[src/rtl/if_pc_gen.sv]
// Fetch-stage next-PC generator.
// Drives pc to BTB/IMEM and registers the fetched PC into IF/ID.
module if_pc_gen #(
  parameter logic [31:0] RESET_PC = 32'h0000_0000,
  parameter int          CNT_W    = 32
) (
  input  logic             clk,
  input  logic             rst,
  input  logic             stall,
  input  logic [31:0]      btb_target_pc,
  input  logic             btb_valid,
  input  logic             btb_predicted_taken,
  input  logic             ex_redirect,
  input  logic [31:0]      ex_redirect_pc,
  output logic [31:0]      pc,
  output logic             if_id_valid,
  output logic [31:0]      if_id_pc,
  output logic             if_id_pred_taken,
  output logic [31:0]      if_id_pred_target,
  output logic [CNT_W-1:0] pred_taken_cnt,
  output logic [CNT_W-1:0] mispredict_cnt
);

  typedef enum logic [1:0] {
    BOOT,
    RUN,
    REFILL
  } state_t;

  typedef struct packed {
    logic        valid;
    logic [31:0] pc;
    logic        taken;
    logic [31:0] target;
  } if_id_t;

  localparam if_id_t BUBBLE = '0;

  state_t          state_q;
  logic [31:0]     pc_q;
  if_id_t          if_id_q;
  logic [CNT_W-1:0] ptc_q;
  logic [CNT_W-1:0] mpc_q;

  logic        pred_hit;
  logic [31:0] pred_pc;
  logic [31:0] redir_pc;
  logic [31:0] seq_pc;

  // Low address bits are dropped: fetch is word aligned.
  logic unused_low_bits;
  assign unused_low_bits = &{1'b0, btb_target_pc[1:0],
                             ex_redirect_pc[1:0]};

  function automatic logic [CNT_W-1:0] sat_inc(
    input logic [CNT_W-1:0] c
  );
    return (&c) ? c : c + CNT_W'(1);
  endfunction

  // Candidate next PCs and the BTB taken decision.
  always_comb begin
    pred_hit = btb_valid & btb_predicted_taken;
    pred_pc  = {btb_target_pc[31:2], 2'b00};
    redir_pc = {ex_redirect_pc[31:2], 2'b00};
    seq_pc   = pc_q + 32'd4;
  end

  // PC, IF/ID, mode and statistics; redirect > stall > hit > seq.
  always_ff @(posedge clk) begin
    if (rst) begin
      state_q <= BOOT;
      pc_q    <= RESET_PC;
      if_id_q <= BUBBLE;
      ptc_q   <= '0;
      mpc_q   <= '0;
    end else begin
      unique case (state_q)
        BOOT: begin
          state_q <= RUN;
          if_id_q <= BUBBLE;
        end
        RUN, REFILL: begin
          if (ex_redirect) begin
            state_q <= REFILL;
            pc_q    <= redir_pc;
            if_id_q <= BUBBLE;
            mpc_q   <= sat_inc(mpc_q);
          end else if (stall) begin
            state_q <= state_q;
          end else if (pred_hit) begin
            state_q        <= RUN;
            pc_q           <= pred_pc;
            if_id_q.valid  <= 1'b1;
            if_id_q.pc     <= pc_q;
            if_id_q.taken  <= 1'b1;
            if_id_q.target <= pred_pc;
            ptc_q          <= sat_inc(ptc_q);
          end else begin
            state_q        <= RUN;
            pc_q           <= seq_pc;
            if_id_q.valid  <= 1'b1;
            if_id_q.pc     <= pc_q;
            if_id_q.taken  <= 1'b0;
            if_id_q.target <= 32'h0;
          end
        end
        default: begin
          state_q <= BOOT;
          if_id_q <= BUBBLE;
        end
      endcase
    end
  end

  assign pc                = pc_q;
  assign if_id_valid       = if_id_q.valid;
  assign if_id_pc          = if_id_q.pc;
  assign if_id_pred_taken  = if_id_q.taken;
  assign if_id_pred_target = if_id_q.target;
  assign pred_taken_cnt    = ptc_q;
  assign mispredict_cnt    = mpc_q;

endmodule

[config.mk]
export PLATFORM = sky130hd
export DESIGN_NAME = if_pc_gen
export DESIGN_NICKNAME = d
export VERILOG_FILES = /design/src/rtl/if_pc_gen.sv
export SDC_FILE = /design/constraint.sdc
export NUM_CORES = 1
export LEC_CHECK = 0
export CORE_MARGIN = 5
export CORE_UTILIZATION = 51
export DETAILED_ROUTE_END_ITERATION = 10
export GPL_TIMING_DRIVEN = 0
export PLACE_DENSITY = 0.82
export SYNTH_ARGS = -nofsm -noshare
export SYNTH_HDL_FRONTEND = slang
export SYNTH_SLANG_ARGS = --single-unit
[constraint.sdc]
create_clock -name clk -period 4.55 [get_ports clk]
set_input_delay 0.455 -clock clk [delete_from_list [all_inputs] [get_ports clk]]
set_output_delay 0.455 -clock clk [all_outputs]
set_load 0.05 [all_outputs]
==> results of run 1 <==
## final timing paths
check,slack [ps],from,end
worst max-delay path,1550,pc[2],pc[30]
worst min-delay path,450,if_id_valid,if_id_valid
worst max register to register,1550,pc[2],pc[30]
worst min register to register,450,if_id_valid,if_id_valid
## report_power, final
part | switching [mW] | internal (mW) | leakage [nW]
clock | 0.575 | 1.11 | 0.338
combinational | 0.493 | 0.262 | 1.99
sequential | 0.0914 | 1.44 | 1.28
## area by class of cell
cell class	count	area [um^2]	area share [%]
Timing Repair Buffer	220	2202	20.31
Antenna cell	1	2.502	0.02308
Clock inverter	10	232.7	2.147
Sequential cell	158	3163	29.18
Buffer	69	290.3	2.678
Tap cell	184	230.2	2.124
Inverter	22	82.58	0.7618
Multi-Input combinational cell	719	4177	38.53
Clock buffer	21	460.4	4.247
## worst max-delay path, stage by stage (launching register included)
cell and delay [ps]:
dfxtp_1 530, ha_1 360, nand3_1 140, nor4_1 770
nand4b_1 380, or4_1 560, a31oi_1 170
## cells in the mapped netlist (3+ instances only)
| cell type | instances | area, um^2 |
|---|---|---|
| nor2_1 | 130 | 488.0 |
| a21o_1 | 3 | 22.52 |
| buf_4 | 6 | 45.04 |
| buf_1 | 6 | 22.52 |
| a211oi_1 | 20 | 150.1 |
| a22oi_1 | 17 | 127.6 |
| o211ai_1 | 6 | 45.04 |
| nand3b_1 | 4 | 30.03 |
| nor2b_1 | 6 | 37.54 |
| mux2_2 | 3 | 33.78 |
| a31oi_1 | 6 | 37.54 |
| o31ai_1 | 13 | 97.59 |
| clkbuf_1 | 53 | 198.9 |
| a221oi_1 | 3 | 26.28 |
| or3_1 | 42 | 262.8 |
| a311oi_1 | 8 | 70.07 |
| or2_2 | 4 | 25.02 |
| a21oi_1 | 94 | 470.5 |
| nand3_1 | 38 | 190.2 |
| inv_1 | 22 | 82.58 |
| and4_1 | 8 | 70.07 |
| mux2i_1 | 35 | 350.3 |
| and2_1 | 8 | 50.05 |
| a221o_1 | 3 | 30.03 |
| buf_2 | 3 | 15.01 |
| dfxtp_1 | 158 | 3163 |
| ha_1 | 5 | 62.56 |
| o21ai_0 | 63 | 315.3 |
| nand2_1 | 60 | 225.2 |
| nand2b_1 | 7 | 43.79 |
| nor4_1 | 12 | 75.07 |
| nand4_1 | 31 | 193.9 |
| xnor2_1 | 4 | 35.03 |
| or4_1 | 10 | 75.07 |
| nor3_1 | 19 | 95.09 |
| and3_1 | 12 | 75.07 |
| xor2_1 | 10 | 87.58 |
## routing by layer
metal	part of all wire, %	up-vias	track usage (%)
li1	-	4020	-
met1	41	3980	40.40
met2	46	478	46.67
met3	9.6	72	6.796
met4	3.2	0	11.43
met5	0	-	0
## flip-flops by register name, summed over array words and instances, names as in the netlist
name	flops
if_id_pc	30
if_id_pred_target	30
if_id_valid	1
state_q	2
mispredict_cnt	32
pred_taken_cnt	32
pc	30
if_id_pred_taken	1
## stage by stage
stage	setup slack, ps	area, um^2
floorplan	1885	7712
global placement	1650	10140
detailed placement	1600	10140
CTS	1678	10840
global route	1398	10840
finish	1547	10840
## logic make-up after synthesis
family	Yosys count	share of synthesized area, %
xor+xnor	14	1.594
buf+inv	91	4.846
other cells	1	0.04874
simple gates	403	26.51
flops	158	41.11
compound gates	253	20.08
mux	38	4.993
fa+ha+maj	5	0.8131
==> results by group, run 1 <==
Routing
  – Drt initial violations: 976
  – Total Routed Length: 27400 um
  – Residual DRC: 0
  – Avg WL per Cell: 19.52 um
  – Vias per cell: 6.090
  – Post-route antenna net violation count: 0
  – Drt first pass iters: 5
  – Vias post-DR: 8550

Floorplanning
  – DIE HEIGHT: 132.8 um
  – I/O pin count: 232
  – DIE WIDTH: 132.8 um
  – Row count: 44
  – Core area: 0.01464 mm^2
  – Starting Density: 52.54%
  – Die area: 0.01764 mm^2

Placed design
  – RD Place Congestion: 0.9600
  – Inst Count DP: 1372
  – Post-detail-place hpwl: 20010 um
  – PortBufs: 220

Yosys
  – Synthesized flop and latch total: 158
  – Cell variety after synth: 60
  – Post-synth EDFFs: 0
  – Syn Area/Cell: 7.989 um^2
  – Ys async rst share: 0%
  – Ys flop type: dfxtp_1
  – Register area share after synthesis: 41.11%
  – Synth Cell Area: 0.007694 mm^2
  – Synthesized instance count: 963
  – Syn. warnings: 0

Critical path
  – CP startpoint kind: flip-flop
  – WS Path Type: reg -> reg
  – Worst EP required: 4900 ps
  – Worst-path fanout max: 9
  – CP Capture Type: flip-flop
  – R2r worst-path depth: 6
  – Worst Path Arrival: 3350 ps

Clock tree
  – CTS Root Cell: clkbuf_16
  – Post-CTS sizing: 0
  – H-tree Lvls: 4
  – Insertion delay to the later sink of the worst-skew pair: 430 ps
  – CTS Buf Count: 17
  – Num Clock Sinks: 158
  – Clock tree buffer depth: 2
  – Clk pin slew, worst setup/hold paths: 60 ps
  – Hold buffer count at cts: 0
  – CTS tree: built
  – Setup bufs post-CTS: 0

Worst hold path
  – Worst Hold Class: reg -> reg
  – Hold depth: 2

Timing
  – Fin crit period: 3003 ps
  – Max Fclk: 0.3330 GHz
  – Period utilization: 65.99%
  – Final setup violation count: 0
  – Setup Skew: 9.935 ps
  – Hold Vio Cnt, Final: 0
  – Final hold slack: 446.2 ps
  – Worst-Margin Slew: 993.2 ps
  – Final TNS setup: 0 ps
  – Slew Limit Headroom: 33.17%
  – Pins Over Slew Limit: 0
  – Setup repair after global routing missed its margin: false

Power
  – Leak Pwr: 3.604 nW
  – P per Cell Area: 366.4 mW/mm^2
  – Worst vdd ir: 0.0003129 V
  – Power, Total: 3.972 mW

Global routing
  – Vias in the first global route: 7848
  – Largest net degree at the start of global routing: 17
  – Remaining global-route overflow: 0
  – Initial antenna violation count: 1
  – GR Util All Layers: 29.91%
  – Global-route wire length before repair: 42860 um

Final layout
  – Commonest non-fill, non-tap cell in the layout: clkdlybuf4s50_1
  – Commonest non-fill, non-tap cells in the layout: 220 x clkdlybuf4s50_1, 158 x dfxtp_1, 130 x nor2_1
  – Fraction of layout cells with a size suffix above 1: 4.266%
  – Util after Layout: 74.03%
  – Fillers: 1136
  – Cell Count, Final, Fillers Out: 1404
  – Area Growth Syn to Fin: 40.90%
  – NumNets Final: 1282

Outcome
  – Run status: finished clean

Run
  – Max Cap Viol: 0
No activity file was read; power rests on OpenSTA's default activity.
==> run 2: changes to the inputs <==
--- a/config.mk
+++ b/config.mk
@@ -6,10 +6,10 @@
 export NUM_CORES = 1
 export LEC_CHECK = 0
 export CORE_MARGIN = 5
-export CORE_UTILIZATION = 51
+export CORE_UTILIZATION = 43
 export DETAILED_ROUTE_END_ITERATION = 10
 export GPL_TIMING_DRIVEN = 0
-export PLACE_DENSITY = 0.82
+export PLACE_DENSITY = 0.73
 export SYNTH_ARGS = -nofsm -noshare
 export SYNTH_HDL_FRONTEND = slang
 export SYNTH_SLANG_ARGS = --single-unit
==> constraint.sdc (replaced) <==
create_clock -name clk -period 2.6 [get_ports clk]
set_input_delay 0.26 -clock clk [delete_from_list [all_inputs] [get_ports clk]]
set_output_delay 0.26 -clock clk [all_outputs]
set_load 0.05 [all_outputs]
==> run 2 against run 1 <==
Sequential power is 75% higher. Critical path depth stayed put. Final area is 0.69% higher. Hold slack better by 13 ps. Core utilization is 13 points lower. Highest routed layer unchanged.
==> results by group, run 2 (synthesis gave the netlist of run 1 again) <==
Timing
  – Final TNS setup: 0 ps (unchanged)
  – Worst-Margin Slew: 846.8 ps (-146.5 ps)
  – Pins Over Slew Limit: 0 (unchanged)
  – PnR worst setup slack: 109.0 ps (-1438 ps)
  – Max Fclk: 0.4014 GHz (+21%)
  – Hold Vio Cnt, Final: 0 (unchanged)
  – Period utilization: 95.81% (+30 points)
  – Setup repair after global routing missed its margin: true
  – Setup Skew: 8.940 ps (-0.9946 ps)
  – Slew Limit Headroom: 43.55% (+10 points)
  – Fin crit period: 2491 ps (-511.6 ps)
  – Final setup violation count: 0 (unchanged)

Power
  – Power, Total: 6.610 mW (+66%)
  – Seq pwr share: 40.6% (+2.1 points)
  – Comb pwr share: 20.3% (+1.3 points)
  – Worst vdd ir: 0.0005401 V (+73%)
  – Sw Pwr: 2.139 mW (+84%)
  – Clock share of power: 39.1% (-3.4 points)
  – Leak Pwr: 3.621 nW (+0.48%)
  – Switching part of the total: 32.36% (+3.2 points)
  – P per Cell Area: 605.6 mW/mm^2 (+65%)
  – Internal: 4.471 mW (+59%)

Global routing
  – Largest net degree at the start of global routing: 17 (unchanged)
  – Global-route wire length before repair: 43000 um (+0.34%)
  – Vias in the first global route: 7629 (-2.8%)
  – GR Util All Layers: 26.51% (-3.4 points)
  – Remaining global-route overflow: 0 (unchanged)
  – Initial antenna violation count: 1 (unchanged)

Clock tree
  – CTS Buf Count: 17 (unchanged)
  – H-tree Lvls: 4 (unchanged)
  – CTS Root Cell: clkbuf_16
  – Insertion delay to the later sink of the worst-skew pair: 430 ps (about the same)
  – Num Clock Sinks: 158 (unchanged)
  – Clk pin slew, worst setup/hold paths: 70 ps (about the same)
  – Clock tree buffer depth: 2 (unchanged)
  – CTS tree: built
  – Hold buffer count at cts: 0 (unchanged)

Critical path
  – CP Capture Type: flip-flop
  – CP max-delay cell: dfxtp_1
  – WS Path Type: reg -> reg
  – CP startpoint kind: flip-flop
  – Critical Path, Cell by Cell: and4_1, and4_1, clkbuf_1, clkbuf_2, nand4_1, a2111oi_0
  – Worst path depth: 6 (unchanged)
  – Worst EP required: 2910 ps (-1990 ps)
  – Top delay family on crit path: buffers and inverters
  – Buf+Inv Stages, Crit Path: 2 (+2)
  – R2r worst-path depth: 6 (unchanged)
  – CP startpoint: pc[4]
  – Worst-path fanout max: 10 (+1)
  – Worst Path Arrival: 2800 ps (-550 ps)
  – Worst R2R End: pc[25]
  – CP peak stage delay: 510 ps (-260 ps)
  – Most frequent CP cell: and4_1
  – Worst setup endpoint: pc[25]
  – Reg2reg setup slack: 110 ps (-1440 ps)
  – RR Startpoint: pc[4]

Routing
  – Post-route antenna net violation count: 0 (unchanged)
  – Drt initial violations: 833 (-15%)
  – Total Routed Length: 28390 um (+3.6%)
  – Drt first pass iters: 6 (+1)
  – Avg WL per Cell: 19.51 um (about the same)
  – Residual DRC: 0 (unchanged)
  – Vias per cell: 5.830 (-4.3%)
  – Vias post-DR: 8482 (-0.80%)

Placed design
  – PortBufs: 220 (unchanged)
  – RD Place Congestion: 0.9590 (-0.10%)
  – Post-detail-place hpwl: 21050 um (+5.2%)
  – Worst slack at placement: -377.4 ps (-1977 ps)

Floorplanning
  – I/O pin count: 232 (unchanged)
  – Core area: 0.01778 mm^2 (+21%)
  – Starting Density: 43.27% (-9.3 points)
  – DIE WIDTH: 143.8 um (+8.2%)
  – DIE HEIGHT: 143.8 um (+8.2%)
  – Die area: 0.02067 mm^2 (+17%)
  – Row count: 49 (+11%)

Run
  – Max Cap Viol: 0 (unchanged)

Final layout
  – NumNets Final: 1287 (+0.39%)
  – Commonest non-fill, non-tap cell in the layout: clkdlybuf4s50_1
  – Fraction of layout cells with a size suffix above 1: 6.367% (+2.1 points)
  – Fillers: 1587 (+40%)
  – Area Growth Syn to Fin: 41.88%
  – Commonest non-fill, non-tap cells in the layout: 220 x clkdlybuf4s50_1, 152 x dfxtp_1, 130 x nor2_1

Outcome
  – Run status: finished clean

Worst hold path
  – Worst Hold Class: reg -> reg
-- run 2: cell count changes in the layout (fill, tap and decap cells not counted), moves of 2 or more --
cell and change:
o31ai_2 +2, clkinv_4 +2, inv_6 +3, dfxtp_2 +6, clkinvlp_4 +2, clkbuf_2 +3, buf_1 -2, o31ai_1 -2
clkbuf_1 -5, buf_4 +6, nor4_1 -2, dfxtp_1 -6, bufinv_16 -5
-- run 2: routing by layer --
| metal | vias to the layer above | GRT usage (%) | share of wire, % |
|---|---|---|---|
| met4 | 0 | 9.167 | 2.9 |
| met1 | 3970 | 36.72 | 43 |
| met5 | - | 0 | 0 |
| met3 | 62 | 7.820 | 10 |
| met2 | 425 | 39.45 | 44 |
| li1 | 4025 | - | - |
-- run 2: area by class of cell --
class	count	area, um^2	area share [%]
diodes	1	2.502	0.02293
plain buffers	68	291.5	2.671
clock buffers	19	452.9	4.149
clock inverters	13	152.6	1.398
inverters	22	82.58	0.7565
multi-input cells	719	4229	38.74
flip-flops and latches	158	3171	29.05
well taps	229	286.5	2.625
repair buffers	226	2247	20.59
-- run 2: how the worst min path moves through the flow --
stage / startpoint / endpoint / slack, ps / cells past startpoint
floorplan: btb_target_pc[10] / if_id_pred_target[10] / 400 / 2
global placement: if_id_pred_target[23] / if_id_pred_target[23] / 450 / 2
detailed placement: if_id_valid / if_id_valid / 450 / 2
CTS: if_id_valid / if_id_valid / 460 / 2
global route: if_id_pred_target[23] / if_id_pred_target[23] / 500 / 2
finish: if_id_valid / if_id_valid / 460 / 2
-- run 2: what timing repair did --
item	in CTS	in global routing
setup buffers	0	6
resized for setup	6	10
setup endpoints to repair	18	35
pin swaps	0	2
-- run 2: through the flow --
stage                     area, um^2  instances  hold slack [ps]  utilization [%]
after detailed placement       10210       1417            452.6            57.40
final                          10920       1455            459.2            61.39
after floorplan                 7717        968            404.1                -
after CTS                      10850       1449            463.9            61.04
after global routing           10920       1455            497.2            61.39
after global placement         10210       1417            448.6            57.40
-- run 2: power by group through the flow --
stage          logic [mW]  registers [mW]  clock network [mW]
2_1_floorplan       0.524            2.98                   0
4_1_cts              1.33            2.68                2.60
3_5_place_dp         1.31            2.73                   0
6_report             1.34            2.68                2.59
5_1_grt              1.42            2.70                2.72
3_3_place_gp         1.30            2.73                   0
-- run 2: tightest hold or removal path: stages, from the launching register on --
cell and delay, ps:
dfxtp_1 310, inv_1 50, a21oi_1 50
==> run 3: changes to the inputs <==
--- a/config.mk
+++ b/config.mk
@@ -10,6 +10,7 @@
 export DETAILED_ROUTE_END_ITERATION = 10
 export GPL_TIMING_DRIVEN = 0
 export PLACE_DENSITY = 0.73
+export SKIP_LAST_GASP = 1
 export SYNTH_ARGS = -nofsm -noshare
 export SYNTH_HDL_FRONTEND = slang
 export SYNTH_SLANG_ARGS = --single-unit
==> run 3 against run 2 <==
The run now ends with negative setup slack left. Critical path type unchanged. Critical endpoint is now pc[30]. Final area shrank 0.20%. Count of clock-buffer cells in the layout is the same. Die area is the same. Final cell count shrank 0.21%. Sequential power is essentially flat. Combinational power is essentially flat. Register-to-register slack lost 120 ps. Largest power group unchanged. Maximum frequency shrank 4.7%. First-iteration DRC count shrank 3.5%.
==> results by group, run 3 (synthesis gave the netlist of run 1 again) <==
Outcome
  – Run status: finished, violations left
  – Failing checks: negative setup slack

Routing
  – Residual DRC: 0 (unchanged)
  – Vias post-DR: 8490 (+0.094%)
  – Drt initial violations: 804 (-3.5%)
  – Drt first pass iters: 5 (-1)
  – Vias per cell: 5.847 (+0.30%)
  – Post-route antenna net violation count: 0 (unchanged)
  – Avg WL per Cell: 19.51 um (about the same)
  – Total Routed Length: 28330 um (-0.21%)

Global routing
  – Largest net degree at the start of global routing: 17 (unchanged)
  – Vias in the first global route: 7619 (-0.13%)
  – Global-route wire length before repair: 42970 um (about the same)
  – Initial antenna violation count: 2 (+1)
  – Remaining global-route overflow: 0 (unchanged)
  – GR Util All Layers: 26.48% (-0.028 points)

Timing
  – Final setup violation count: 1 (+1)
  – Setup Skew: 7.864 ps (-1.076 ps)
  – Worst-Margin Slew: 852.9 ps (+6.160 ps)
  – Setup repair after global routing missed its margin: true
  – Final TNS setup: -14.56 ps (-14.56 ps)
  – PnR worst setup slack: -14.56 ps (-123.6 ps)
  – Max Fclk: 0.3825 GHz (-4.7%)
  – Hold Vio Cnt, Final: 0 (unchanged)
  – Fin crit period: 2615 ps (+123.6 ps)
  – Final hold slack: 459.1 ps (-0.09000 ps)
  – Slew Limit Headroom: 43.14% (-0.41 points)
  – Period utilization: 100.6% (+4.8 points)
  – Pins Over Slew Limit: 0 (unchanged)

Placed design
  – RD Place Congestion: 0.9590 (unchanged)
  – PortBufs: 220 (unchanged)
  – Post-detail-place hpwl: 21050 um (unchanged)
  – Inst Count DP: 1417 (unchanged)
  – Worst slack at placement: -377.4 ps (unchanged)

Power
  – P per Cell Area: 606.3 mW/mm^2 (+0.12%)
  – Leak Pwr: 3.608 nW (-0.36%)
  – Worst vdd ir: 0.0005359 V (-0.78%)

Critical path
  – CP startpoint kind: flip-flop
  – CP Capture Type: flip-flop
  – WS Path Type: reg -> reg
  – CP max-delay cell: or4_1
  – Worst Path Arrival: 2970 ps (+170 ps)
  – Worst-path fanout max: 9 (-1)
  – Critical Path, Cell by Cell: ha_1, nand3_1, nor4_4, nand4b_1, or4_1, a31oi_1
  – CP peak stage delay: 570 ps (+60 ps)
  – Worst EP required: 2950 ps (+40 ps)

Clock tree
  – CTS tree: built
  – CTS Root Cell: clkbuf_16
  – Clk pin slew, worst setup/hold paths: 70 ps (about the same)
  – H-tree Lvls: 4 (unchanged)
  – Insertion delay to the later sink of the worst-skew pair: 430 ps (about the same)
  – Num Clock Sinks: 158 (unchanged)
  – Hold buffer count at cts: 0 (unchanged)
  – CTS Buf Count: 17 (unchanged)
  – Clock tree buffer depth: 2 (unchanged)

Floorplanning
  – Starting Density: 43.27% (unchanged)
  – I/O pin count: 232 (unchanged)
  – Die area: 0.02067 mm^2 (unchanged)
  – Row count: 49 (unchanged)
  – DIE HEIGHT: 143.8 um (unchanged)
  – DIE WIDTH: 143.8 um (unchanged)
  – Core area: 0.01778 mm^2 (unchanged)

Final layout
  – Commonest non-fill, non-tap cells in the layout: 220 x clkdlybuf4s50_1, 154 x dfxtp_1, 130 x nor2_1
  – Fraction of layout cells with a size suffix above 1: 6.056% (-0.31 points)
  – NumNets Final: 1284 (-0.23%)
  – Cell Count, Final, Fillers Out: 1452 (-0.21%)
  – Util after Layout: 61.27% (-0.12 points)
  – Commonest non-fill, non-tap cell in the layout: clkdlybuf4s50_1
  – Area Growth Syn to Fin: 41.60%

Worst hold path
  – Worst Hold Class: reg -> reg

Run
  – Max Cap Viol: 0 (unchanged)
==> run 3: cell types whose count changed in the layout (fill, tap and decap cells not counted), sizes merged <==
cell / previous run / this run
clkbuf: 72 / 71
buf: 20 / 18
==> run 3: where the power goes <==
group | internal [mW] | switching [mW]
logic | 0.468 | 0.874
clock network | 1.49 | 1.10
registers | 2.52 | 0.165
==> run 3: worst paths after layout <==
kind               start     endpoint  slack (ps)  depth (start not counted)
min reg2reg  if_id_valid  if_id_valid         460                          2
min          if_id_valid  if_id_valid         460                          2
max                pc[2]       pc[30]         -10                          6
max reg2reg        pc[2]       pc[30]         -10                          6
==> run 3: per-stage QoR <==
step | area, um^2 | power, mW
4_1_cts | 10830 | 6.591
6_report | 10890 | 6.606
2_1_floorplan | 7717 | 3.501
3_5_place_dp | 10210 | 4.038
3_3_place_gp | 10210 | 4.025
5_1_grt | 10890 | 6.832
==> run 3: area by class of cell <==
class | instances | area (um^2)
sequential | 158 | 3168
clock buffer | 19 | 452.9
fill | 1589 | 6885
clock inverter | 13 | 152.6
inverter | 22 | 82.58
antenna | 1 | 2.502
buffer | 67 | 287.8
tap | 229 | 286.5
timing repair buffer | 224 | 2232
multi-input combinational | 719 | 4229
==> run 3: timing repair <==
action | CTS | global route
setup buffers | 0 | 4
endpoints found under the setup margin | 18 | 54
pin swaps | 0 | 1
resized for setup | 4 | 11
==> run 3: layer usage <==
metal,vias up,wire [um],GRT usage [%]
li1,4029,-,-
met1,3950,12060,36.64
met2,442,12420,39.31
met3,67,2973,8.020
met4,2,877,9.167
met5,-,7,0
==> run 3: critical path: cells and delay by family (launching register included) <==
family                   cells  cell delay [ps]
AND/OR/NAND/NOR              4             1450
adder cells (fa/ha/maj)      1              340
flip-flops                   1              560
AO/OA/AOI/OAI                1              180
